## src/rtl/pe_tap_sequencer.sv

```systemverilog
// pe_tap_sequencer
// Sequences a row of NUM_PE lockstep PEs over one job. A job is cfg_oc output
// channels of cfg_taps kernel taps each. For every channel the block:
//   - issues one SRAM read per tap (ifmap, weight and bias addresses),
//   - enables the PEs one cycle later, selecting the bias on tap 0 only,
//   - accumulates the per-tap PE results into one 32-bit sum per lane,
//   - offers the finished sums downstream over a valid/ready handshake.
// Optional build macro ACC_SAT_EN: the accumulation saturates to signed 32-bit
// instead of wrapping.
//
// Ports
//   clk, rst          clock, synchronous active-high reset
//   start             job start pulse, latches cfg_taps/cfg_oc when idle
//   cfg_taps, cfg_oc  taps per output channel, output channels per job
//   busy, done        job in progress / one-cycle completion pulse
//   rd_en             SRAM read strobe (data returns next cycle)
//   if_addr, w_addr   ifmap address (tap), weight address (running counter)
//   b_addr            bias address (current output channel)
//   pe_en             PE input strobe, rd_en delayed one cycle
//   pe_bias_sel       PE bias comes from the bias SRAM (1) or is zero (0)
//   pe_valid          PE result strobe (PE0, all lanes lockstep)
//   pe_opsum          PE results, PE0 in the LSBs
//   acc_out, out_oc   accumulated sums and their output channel
//   out_valid         acc_out valid, held until out_ready
//   out_ready         downstream accepts acc_out

module pe_tap_sequencer #(
    parameter int unsigned NUM_PE = 4,
    parameter int unsigned ADDR_W = 12,
    parameter int unsigned TAP_W  = 8,
    parameter int unsigned OC_W   = 8
) (
    input  logic                 clk,
    input  logic                 rst,
    input  logic                 start,
    input  logic [TAP_W-1:0]     cfg_taps,
    input  logic [OC_W-1:0]      cfg_oc,
    output logic                 busy,
    output logic                 done,
    output logic                 rd_en,
    output logic [ADDR_W-1:0]    if_addr,
    output logic [ADDR_W-1:0]    w_addr,
    output logic [OC_W-1:0]      b_addr,
    output logic                 pe_en,
    output logic                 pe_bias_sel,
    input  logic                 pe_valid,
    input  logic [NUM_PE*32-1:0] pe_opsum,
    output logic [NUM_PE*32-1:0] acc_out,
    output logic [OC_W-1:0]      out_oc,
    output logic                 out_valid,
    input  logic                 out_ready
);

    localparam int unsigned ACC_W   = 32;
    localparam int unsigned LANES_W = NUM_PE * ACC_W;

    typedef enum logic [2:0] {
        S_IDLE,
        S_ISSUE,
        S_DRAIN,
        S_OUT,
        S_FIN
    } state_t;

    // Tag travelling alongside each read so the accumulator knows what it sees.
    typedef struct packed {
        logic vld;
        logic first;
        logic last;
    } tag_t;

    state_t              state_q, state_d;
    logic [TAP_W-1:0]    taps_q, taps_d;
    logic [OC_W-1:0]     ocn_q, ocn_d;
    logic [OC_W-1:0]     oc_q, oc_d;
    logic [TAP_W-1:0]    tap_q, tap_d;
    logic [ADDR_W-1:0]   w_cnt_q, w_cnt_d;
    logic [LANES_W-1:0]  acc_q, acc_d;

    logic                rd_en_q;
    logic                pe_en_q;
    logic                bias_sel_q;
    logic                busy_q;
    logic                done_q;
    logic                out_valid_q;
    tag_t                tag1_q, tag1_d;
    tag_t                tag2_q;

    logic                tap_last_c;
    logic                oc_last_c;

    assign tap_last_c = (tap_q == taps_q - TAP_W'(1));
    assign oc_last_c  = (oc_q == ocn_q - OC_W'(1));

    // One accumulation step; saturating only when ACC_SAT_EN is defined.
    function automatic logic [ACC_W-1:0] acc_add(input logic [ACC_W-1:0] a,
                                                 input logic [ACC_W-1:0] b);
        logic [ACC_W-1:0] s;
        s = a + b;
`ifdef ACC_SAT_EN
        if ((a[ACC_W-1] == b[ACC_W-1]) && (s[ACC_W-1] != a[ACC_W-1])) begin
            s = a[ACC_W-1] ? {1'b1, {(ACC_W-1){1'b0}}} : {1'b0, {(ACC_W-1){1'b1}}};
        end
`else
        s = s;
`endif
        return s;
    endfunction

    // Next-state and counter logic.
    always_comb begin
        state_d = state_q;
        taps_d  = taps_q;
        ocn_d   = ocn_q;
        oc_d    = oc_q;
        tap_d   = tap_q;
        w_cnt_d = w_cnt_q;
        case (state_q)
            S_IDLE: begin
                if (start) begin
                    taps_d = cfg_taps;
                    ocn_d  = cfg_oc;
                    if ((cfg_taps == '0) || (cfg_oc == '0)) begin
                        state_d = S_FIN;
                    end else begin
                        state_d = S_ISSUE;
                        oc_d    = '0;
                        tap_d   = '0;
                        w_cnt_d = '0;
                    end
                end
            end
            S_ISSUE: begin
                // Weight address runs on across channels: oc*taps + tap.
                w_cnt_d = w_cnt_q + ADDR_W'(1);
                if (tap_last_c) begin
                    state_d = S_DRAIN;
                end else begin
                    tap_d = tap_q + TAP_W'(1);
                end
            end
            S_DRAIN: begin
                // Last tap reaches the accumulator this cycle.
                if (tag2_q.vld && tag2_q.last) begin
                    state_d = S_OUT;
                end
            end
            S_OUT: begin
                if (out_ready) begin
                    if (oc_last_c) begin
                        state_d = S_FIN;
                    end else begin
                        state_d = S_ISSUE;
                        oc_d    = oc_q + OC_W'(1);
                        tap_d   = '0;
                    end
                end
            end
            S_FIN: begin
                state_d = S_IDLE;
            end
            default: begin
                state_d = S_IDLE;
            end
        endcase
    end

    // Tag for the read issued this cycle.
    always_comb begin
        tag1_d       = '0;
        tag1_d.vld   = rd_en_q;
        tag1_d.first = rd_en_q && (tap_q == '0);
        tag1_d.last  = rd_en_q && tap_last_c;
    end

    // Per-lane accumulate; untagged pe_valid pulses are ignored.
    always_comb begin
        acc_d = acc_q;
        if (pe_valid && tag2_q.vld) begin
            for (int i = 0; i < NUM_PE; i++) begin
                acc_d[i*ACC_W +: ACC_W] = tag2_q.first ? pe_opsum[i*ACC_W +: ACC_W]
                                        : acc_add(acc_q[i*ACC_W +: ACC_W],
                                                  pe_opsum[i*ACC_W +: ACC_W]);
            end
        end
    end

    // State, counters, tag pipeline and registered outputs.
    always_ff @(posedge clk) begin
        if (rst) begin
            state_q     <= S_IDLE;
            taps_q      <= '0;
            ocn_q       <= '0;
            oc_q        <= '0;
            tap_q       <= '0;
            w_cnt_q     <= '0;
            acc_q       <= '0;
            rd_en_q     <= 1'b0;
            pe_en_q     <= 1'b0;
            bias_sel_q  <= 1'b0;
            busy_q      <= 1'b0;
            done_q      <= 1'b0;
            out_valid_q <= 1'b0;
            tag1_q      <= '0;
            tag2_q      <= '0;
        end else begin
            state_q     <= state_d;
            taps_q      <= taps_d;
            ocn_q       <= ocn_d;
            oc_q        <= oc_d;
            tap_q       <= tap_d;
            w_cnt_q     <= w_cnt_d;
            acc_q       <= acc_d;
            rd_en_q     <= (state_d == S_ISSUE);
            pe_en_q     <= rd_en_q;
            bias_sel_q  <= tag1_d.first;
            busy_q      <= (state_d != S_IDLE);
            done_q      <= (state_q == S_FIN);
            out_valid_q <= (state_d == S_OUT);
            tag1_q      <= tag1_d;
            tag2_q      <= tag1_q;
        end
    end

    assign busy        = busy_q;
    assign done        = done_q;
    assign rd_en       = rd_en_q;
    assign if_addr     = ADDR_W'(tap_q);
    assign w_addr      = w_cnt_q;
    assign b_addr      = oc_q;
    assign pe_en       = pe_en_q;
    assign pe_bias_sel = bias_sel_q;
    assign acc_out     = acc_q;
    assign out_oc      = oc_q;
    assign out_valid   = out_valid_q;

endmodule

```

## config.mk

```make
export PLATFORM = sky130hd
export DESIGN_NAME = pe_tap_sequencer
export DESIGN_NICKNAME = d
export VERILOG_FILES = /design/src/rtl/pe_tap_sequencer.sv
export SDC_FILE = /design/constraint.sdc
export NUM_CORES = 1
export LEC_CHECK = 0
export CORE_UTILIZATION = 37
export DETAILED_ROUTE_END_ITERATION = 8
export HOLD_SLACK_MARGIN = 0.15
export MAX_ROUTING_LAYER = met4
export PLACE_DENSITY_LB_ADDON = 0.05
export SLEW_MARGIN = 20
export SYNTH_ARGS = -nofsm -noshare
export SYNTH_HDL_FRONTEND = slang
export SYNTH_SLANG_ARGS = --single-unit
```

## constraint.sdc

```tcl
create_clock -name clk -period 4.1 [get_ports clk]
set_clock_uncertainty 0.15 [all_clocks]
set_input_delay 0.615 -clock clk [delete_from_list [all_inputs] [get_ports clk]]
set_output_delay 0.615 -clock clk [all_outputs]
set_load 0.005 [all_outputs]
```

==> metrics.yaml, run 1 <==
timing:
  final_hold_violation_count: 0
  final_critical_path_setup_slack_ns: 0.476
  finalHoldWorstSlack_ns: 0.306
  unrepaired_setup_endpoints_after_global_routing: "no"
  final.setup.tns_ns: 0
  min_period_over_period_pct: 88.4
  minimum_clock_period_after_layout_ns: 3.62
  final_setup_violating_endpoints: 0
  timing_worst_slew_pin_value_ns: 1.06
  relSlewSlack_pct: 29.4
  report.final.slew_viol_count: 0
  max_clock_freq_mhz: 276
yosys:
  synth_most_common_cell: "sky130_fd_sc_hd__nand2_1"
  yosys.area.top_type_share_pct: 25.6
  post_synth_main_area_contributors: "sky130_fd_sc_hd__dfxtp_1 (26%), sky130_fd_sc_hd__ha_1 (11%), sky130_fd_sc_hd__a21oi_1 (6.1%), sky130_fd_sc_hd__nand2_1 (5.9%), sky130_fd_sc_hd__nor2_1 (4.8%)"
  synth.yosys.warnings: 0
  post_synth_inst_count: 1907
  yosys_register_bits: 185
  synth.cells.most_frequent: "sky130_fd_sc_hd__nand2_1 (228), sky130_fd_sc_hd__nor2_1 (186), sky130_fd_sc_hd__dfxtp_1 (185), sky130_fd_sc_hd__a21oi_1 (176)"
  synth_edf_count: 0
  sequential_element_share_of_the_synthesized_area_pct: 25.6
  postSynth.topFlopCell: "sky130_fd_sc_hd__dfxtp_1"
  async_flop_share_pct: 0
  syn_area_per_cell_um2: 7.57
  synth.lib_cells_used.distinct: 84
  post-synth-top-area-cell: "sky130_fd_sc_hd__dfxtp_1"
  combined_area_of_all_synthesized_cells_um2: 14400
power_and_ir_drop:
  irDropWorstVdd_v: 0.000291
  cellLeakagePower_nw: 7.65
  finalPower_w: 0.00467
  power.density_cell_area_nw_per_um2: 251
floorplanning:
  floorplan.rows: 71
  core_region_area_um2: 38000
  io_pins: 323
  effective_utilization_at_floorplan_pct: 38.0
  floorplan.die.height_um: 200
  floorplan.die_area_um2: 39800
  die_width_um: 200
detailed_routing:
  avgRoutedWirePerCell_um: 17.4
  drt_drc_violations_left: 0
  detail-route-antenna-nets: 0
  num_vias: 14552
  drtPass1Iterations: 6
  first_iter_violations: 652
  detail_route.vias_per_cell: 5.40
  postRouteWirelength_um: 46900
global_routing:
  antenna_found_initial: 8
  grt_first_pass_wirelength_um: 74000
  grt_start_max_net_pins: 125
  global_route.usage.total_pct: 24.0
  global_route.overflow_total: 0
  first_global_vias: 14070
min_path:
  worst_hold_path.num_cells: 1
  min_path_type: "reg -> reg"
layout:
  finalNetCount: 2445
  layout_area_overhead_pct: 28.8
  number_of_filler_cells_placed_in_the_layout: 3814
  final_layout_size_suffix_gt1_share_pct: 3.68
  area.sequential_um2: 3710
  area_of_combinational_cells_with_multiple_inputs_um2: 10100
placement:
  place.gp.congestion: 0.885
  place_hpwl_um: 34400
  place_ws_ns: 0.0502
  port-buffer-count: 318
critical_path:
  critical_path_buf_inv_count: 1
  setup.worst_path.start_class: "primary input"
  cp.required_ns: 4.32
  worstPathArrival_ns: 3.84
  worst-path-stages: 12
  path_class: "in -> reg"
  path_delay_family: "compound AO/OA/AOI/OAI gates"
  cpMostUsedCell: "sky130_fd_sc_hd__a31oi_1"
  end_kind: "flip-flop"
  worst_r2r_path_depth: 13
  path_cells: "clkdlybuf4s50_1 > ha_1 > a211oi_1 > o211ai_1 > a31oi_1 > a21boi_1 > nand4b_1 > a31oi_1 > o211ai_1 > a31oi_1 > mux2_1 > a41oi_1"
  crit_slowest_cell: "sky130_fd_sc_hd__clkdlybuf4s50_1"
  critical_path_peak_fanout: 3
  cpPeakStageDelay_ns: 0.46
clock_network:
  cts.sink_count: 185
  post_cts.resized_instances: 0
  cts_hold_buf: 0
  cts-root-buf: "sky130_fd_sc_hd__clkbuf_16"
  h-tree-depth: 4
  cts_post_setup_buffers_inserted: 0
  numCtsBuffers: 17
  path_clk_slew_ns: 0.08
  clk_latency_ns: 0.45
  cts_tree: "yes"
  clk_path_buf_depth: 2
outcome:
  outcome: "finished clean"
job:
  drv_cap: 0
[worst paths after layout]
kind	start	endpoint	slack, ns
worst max-delay path	pe_opsum[33]	acc_out[63]	0.48
worst min-delay path	tag1_q[0]	tag2_q[0]	0.31
worst max register to register	acc_out[64]	acc_out[86]	0.76
worst min register to register	tag1_q[0]	tag2_q[0]	0.31
[final cells by class]
type,count,area share [%]
sequential,185,19.9
antenna,9,0.121
timing repair buffer,343,18.2
clock inverter,14,0.699
tap,511,3.44
clock buffer,18,2.36
inverter,55,1.11
multi-input combinational,1560,54.2
[per-stage QoR]
step	cells	util (%)	instance area, um2
2_1_floorplan	1910	-	14500
3_3_place_gp	2654	47.4	18000
3_5_place_dp	2654	47.4	18000
4_1_cts	2686	48.9	18600
5_1_grt	2694	48.9	18600
6_report	2695	48.9	18600
[sequential cells by signal, summed over array words and instances (netlist names)]
signal     cells
state_q        3
done           1
tap_q          8
tag1_q         3
b_addr         8
tag2_q         3
taps_q         8
rd_en          1
busy           1
out_valid      1
ocn_q          8
acc_out      128
w_addr        12
[per-layer routing]
layer,track usage (%),vias up,share of wire [%]
met5,-,-,0
met4,6.02,0,1.3
met3,5.62,26,5.5
met2,38.2,306,46
met1,30.5,6771,47
li1,-,7449,-
[logic make-up after synthesis]
family                     share of synthesized area (%)
and+or+nand+nor                                     20.1
adders and majority gates                           11.8
xor gates and xnor gates                            7.88
muxes                                               1.69
other                                             0.0260
AOI/OAI and AO/OA                                   28.1
buffers and inverters                               4.70
DFF                                                 25.6
[cell usage in the layout (no fill, tap or decap), types with 16 or more instances in the layout]
cell type,instances
sky130_fd_sc_hd__clkdlybuf4s50_1,317
sky130_fd_sc_hd__nand2_1,227
sky130_fd_sc_hd__nor2_1,186
sky130_fd_sc_hd__dfxtp_1,184
sky130_fd_sc_hd__a21oi_1,176
sky130_fd_sc_hd__o21ai_0,130
sky130_fd_sc_hd__ha_1,130
sky130_fd_sc_hd__xnor2_1,72
sky130_fd_sc_hd__a21o_1,62
sky130_fd_sc_hd__xor2_1,58
sky130_fd_sc_hd__inv_1,52
sky130_fd_sc_hd__nand3_1,41
sky130_fd_sc_hd__a211oi_1,40
sky130_fd_sc_hd__nor3_1,40
sky130_fd_sc_hd__a31oi_1,32
sky130_fd_sc_hd__o211ai_1,28
sky130_fd_sc_hd__and3_1,28
sky130_fd_sc_hd__a311oi_1,28
sky130_fd_sc_hd__buf_4,25
sky130_fd_sc_hd__o21ai_1,21
sky130_fd_sc_hd__mux2i_1,21
sky130_fd_sc_hd__o21a_1,18
sky130_fd_sc_hd__clkbuf_16,17
sky130_fd_sc_hd__nand2b_1,16
[worst reg2reg max path, delay by kind of cell (launching register included)]
kind	cells	cell delay, ns
AOI/OAI and AO/OA	7	1.44
and+or+nand+nor	3	0.66
adders and majority gates	2	0.58
DFF	1	0.37
buffers and inverters	1	0.06
[where the power goes]
group	internal, W	leakage (nW)	switching (W)
Combinational	0.000522	5.87	0.000557
Sequential	0.00185	1.50	0.0000585
Clock	0.000824	0.282	0.000855
Power figures use the tool's default switching activity.
==> run 2, diff against run 1 <==
--- a/config.mk
+++ b/config.mk
@@ -5,7 +5,7 @@
 export SDC_FILE = /design/constraint.sdc
 export NUM_CORES = 1
 export LEC_CHECK = 0
-export CORE_UTILIZATION = 37
+export CORE_UTILIZATION = 50
 export DETAILED_ROUTE_END_ITERATION = 8
 export HOLD_SLACK_MARGIN = 0.15
 export MAX_ROUTING_LAYER = met4
==> metrics.yaml, run 2 (same netlist as run 1, synthesis figures left out) <==
outcome:
  outcome: "finished clean"
timing:
  minimum_clock_period_after_layout_ns: 3.66  # +0.0366 ns
  final_hold_violation_count: 0  # unchanged
  final_setup_violating_endpoints: 0  # unchanged
  unrepaired_setup_endpoints_after_global_routing: "no"
  relSlewSlack_pct: 37.0  # +7.6 points
  max_clock_freq_mhz: 273  # -1.0%
  final.setup.tns_ns: 0  # unchanged
  report.final.slew_viol_count: 0  # unchanged
  timing_worst_slew_pin_value_ns: 0.945  # -0.115 ns
  final_critical_path_setup_slack_ns: 0.440  # -0.0366 ns
  min_period_over_period_pct: 89.3  # +0.89 points
floorplanning:
  io_pins: 323  # unchanged
  floorplan.die_area_um2: 29600  # -26%
  floorplan.die.height_um: 172  # -14%
  effective_utilization_at_floorplan_pct: 51.4  # +13 points
  die_width_um: 172  # -14%
  floorplan.rows: 61  # -14%
  core_region_area_um2: 28100  # -26%
layout:
  final_layout_size_suffix_gt1_share_pct: 3.28  # -0.40 points
  commonest_cells_after_routing_fill_and_taps_aside: "sky130_fd_sc_hd__clkdlybuf4s50_1 (317), sky130_fd_sc_hd__nand2_1 (227), sky130_fd_sc_hd__nor2_1 (186)"
  mostFrequentLayoutCell: "sky130_fd_sc_hd__clkdlybuf4s50_1"
  finalNetCount: 2437  # -0.33%
  layout_area_overhead_pct: 27.6
  largest_reg_flops: 128  # unchanged
detailed_routing:
  postRouteWirelength_um: 43100  # -8.1%
  num_vias: 14779  # +1.6%
  drt_drc_violations_left: 0  # unchanged
  detail_route.vias_per_cell: 5.79  # +7.3%
  first_iter_violations: 716  # +9.8%
  drtPass1Iterations: 5  # -1
  detail-route-antenna-nets: 0  # unchanged
  avgRoutedWirePerCell_um: 16.9  # -3.0%
job:
  drv_cap: 0  # unchanged
critical_path:
  ff2ff_setup_slack_ns: 0.73  # -0.03 ns
  endpoint: "acc_out[30]"
  worstReg2RegEnd: "acc_out[30]"
  critical_path_buf_inv_count: 2  # +1
  cpPeakStageDelay_ns: 0.43  # -0.03 ns
  critical_path.startpoint: "pe_opsum[0]"
  regToRegStartpoint: "acc_out[0]"
  worstPathArrival_ns: 3.80  # -0.04 ns
  path_class: "in -> reg"
  path_delay_family: "compound AO/OA/AOI/OAI gates"
  crit_slowest_cell: "sky130_fd_sc_hd__clkdlybuf4s50_1"
  critical_path_peak_fanout: 4  # +1
  end_kind: "flip-flop"
  path_cells: "clkdlybuf4s50_1 > ha_1 > inv_1 > fa_1 > nor2b_1 > o31ai_1 > o21ai_1 > a21o_1 > a41oi_1 > o221ai_1 > o41ai_2 > o21ai_1 > nand2_1 > o221ai_1"
  setup.worst_path.start_class: "primary input"
  worst_r2r_path_depth: 13  # unchanged
  worst-path-stages: 14  # +2
  cp.required_ns: 4.24  # -0.08 ns
power_and_ir_drop:
  p_int_w: 0.00332  # +3.8%
  power.density_cell_area_nw_per_um2: 260  # +3.6%
  p_sw_share_pct: 30.7  # -0.87 points
  power.sequential.fraction_pct: 39.8  # -1.1 points
  combinationalPowerShare_pct: 22.3  # -0.8 points
  p_sw_w: 0.00147  # -0.30%
  clock_power_share_pct: 37.9  # +1.9 points
  cellLeakagePower_nw: 7.63  # -0.31%
  irDropWorstVdd_v: 0.000284  # -2.5%
placement:
  place_hpwl_um: 31400  # -8.6%
  port-buffer-count: 318  # unchanged
  place_ws_ns: 0.0707  # +0.0204 ns
  place.gp.congestion: 0.927  # +4.7%
clock_network:
  post_cts.resized_instances: 0  # unchanged
  cts_hold_buf: 0  # unchanged
  cts_post_setup_buffers_inserted: 0  # unchanged
  cts.sink_count: 185  # unchanged
  numCtsBuffers: 17  # unchanged
  h-tree-depth: 4  # unchanged
  path_clk_slew_ns: 0.08  # about the same
  clk_latency_ns: 0.44  # about the same
  clk_path_buf_depth: 2  # unchanged
  cts_tree: "yes"
  cts-root-buf: "sky130_fd_sc_hd__clkbuf_16"
global_routing:
  grt_first_pass_wirelength_um: 69100  # -6.7%
  first_global_vias: 14189  # +0.85%
  global_route.overflow_total: 0  # unchanged
  global_route.usage.total_pct: 29.7  # +5.7 points
  grt_start_max_net_pins: 122  # -2.4%
  antenna_found_initial: 7  # -1
min_path:
  min_path_type: "reg -> reg"
[run 2: cell types whose count changed in the layout (fill, tap and decap cells not counted)]
cell and change:
sky130_fd_sc_hd__buf_4 -8, sky130_fd_sc_hd__bufinv_16 +2, sky130_fd_sc_hd__clkinv_8 +2, sky130_fd_sc_hd__diode_2 -2
sky130_fd_sc_hd__inv_8 -2, sky130_fd_sc_hd__clkbuf_1 +1, sky130_fd_sc_hd__clkinv_2 -1, sky130_fd_sc_hd__clkinvlp_4 -1
sky130_fd_sc_hd__inv_6 -1, sky130_fd_sc_hd__nand2_2 +1, sky130_fd_sc_hd__nand2_4 -1
[run 2: worst min path at each step]
stage,slack [ns],startpoint,end,depth (start not counted)
3_5_place_dp,0.29,tag1_q[0],tag2_q[0],1
2_1_floorplan,0.26,tag1_q[0],tag2_q[0],1
4_1_cts,0.30,tag1_q[0],tag2_q[0],1
5_1_grt,0.32,tag1_q[0],tag2_q[0],1
3_3_place_gp,0.27,tag1_q[0],tag2_q[0],1
6_report,0.30,tag1_q[0],tag2_q[0],1
[run 2: per-stage QoR]
stage	hold slack [ns]	cells	instance area, um2	util (%)	total power, W
after floorplan	0.264	1910	14500	-	0.00260
after global placement	0.273	2513	17800	63.3	0.00298
after detailed placement	0.285	2513	17800	63.3	0.00300
after CTS	0.302	2545	18400	65.5	0.00481
after global routing	0.317	2552	18400	65.6	0.00501
final	0.297	2552	18400	65.6	0.00478
[run 2: cell type report]
type | count | area, um2
Fill cell | 2525 | 9670
Clock buffer | 19 | 443
Multi-Input combinational cell | 1560 | 10100
Tap cell | 378 | 473
Antenna cell | 7 | 17.5
Timing Repair Buffer | 335 | 3320
Sequential cell | 185 | 3710
Inverter | 55 | 206
Clock inverter | 13 | 179
[run 2: power groups by stage]
stage | clock, W | sequential, W | combinational [W]
final | 0.00181 | 0.00191 | 0.00107
after global routing | 0.00191 | 0.00191 | 0.00118
after CTS | 0.00184 | 0.00191 | 0.00106
after detailed placement | 0 | 0.00195 | 0.00106
after global placement | 0 | 0.00195 | 0.00104
after floorplan | 0 | 0.00193 | 0.000668
[run 2: layer usage]
| metal | share of wire, % | up-vias | track usage [%] |
|---|---|---|---|
| li1 | - | 7419 | - |
| met1 | 44 | 6860 | 35.3 |
| met2 | 46 | 430 | 48.5 |
| met3 | 7.1 | 70 | 7.12 |
| met4 | 3.1 | 0 | 10.9 |
| met5 | 0 | - | - |
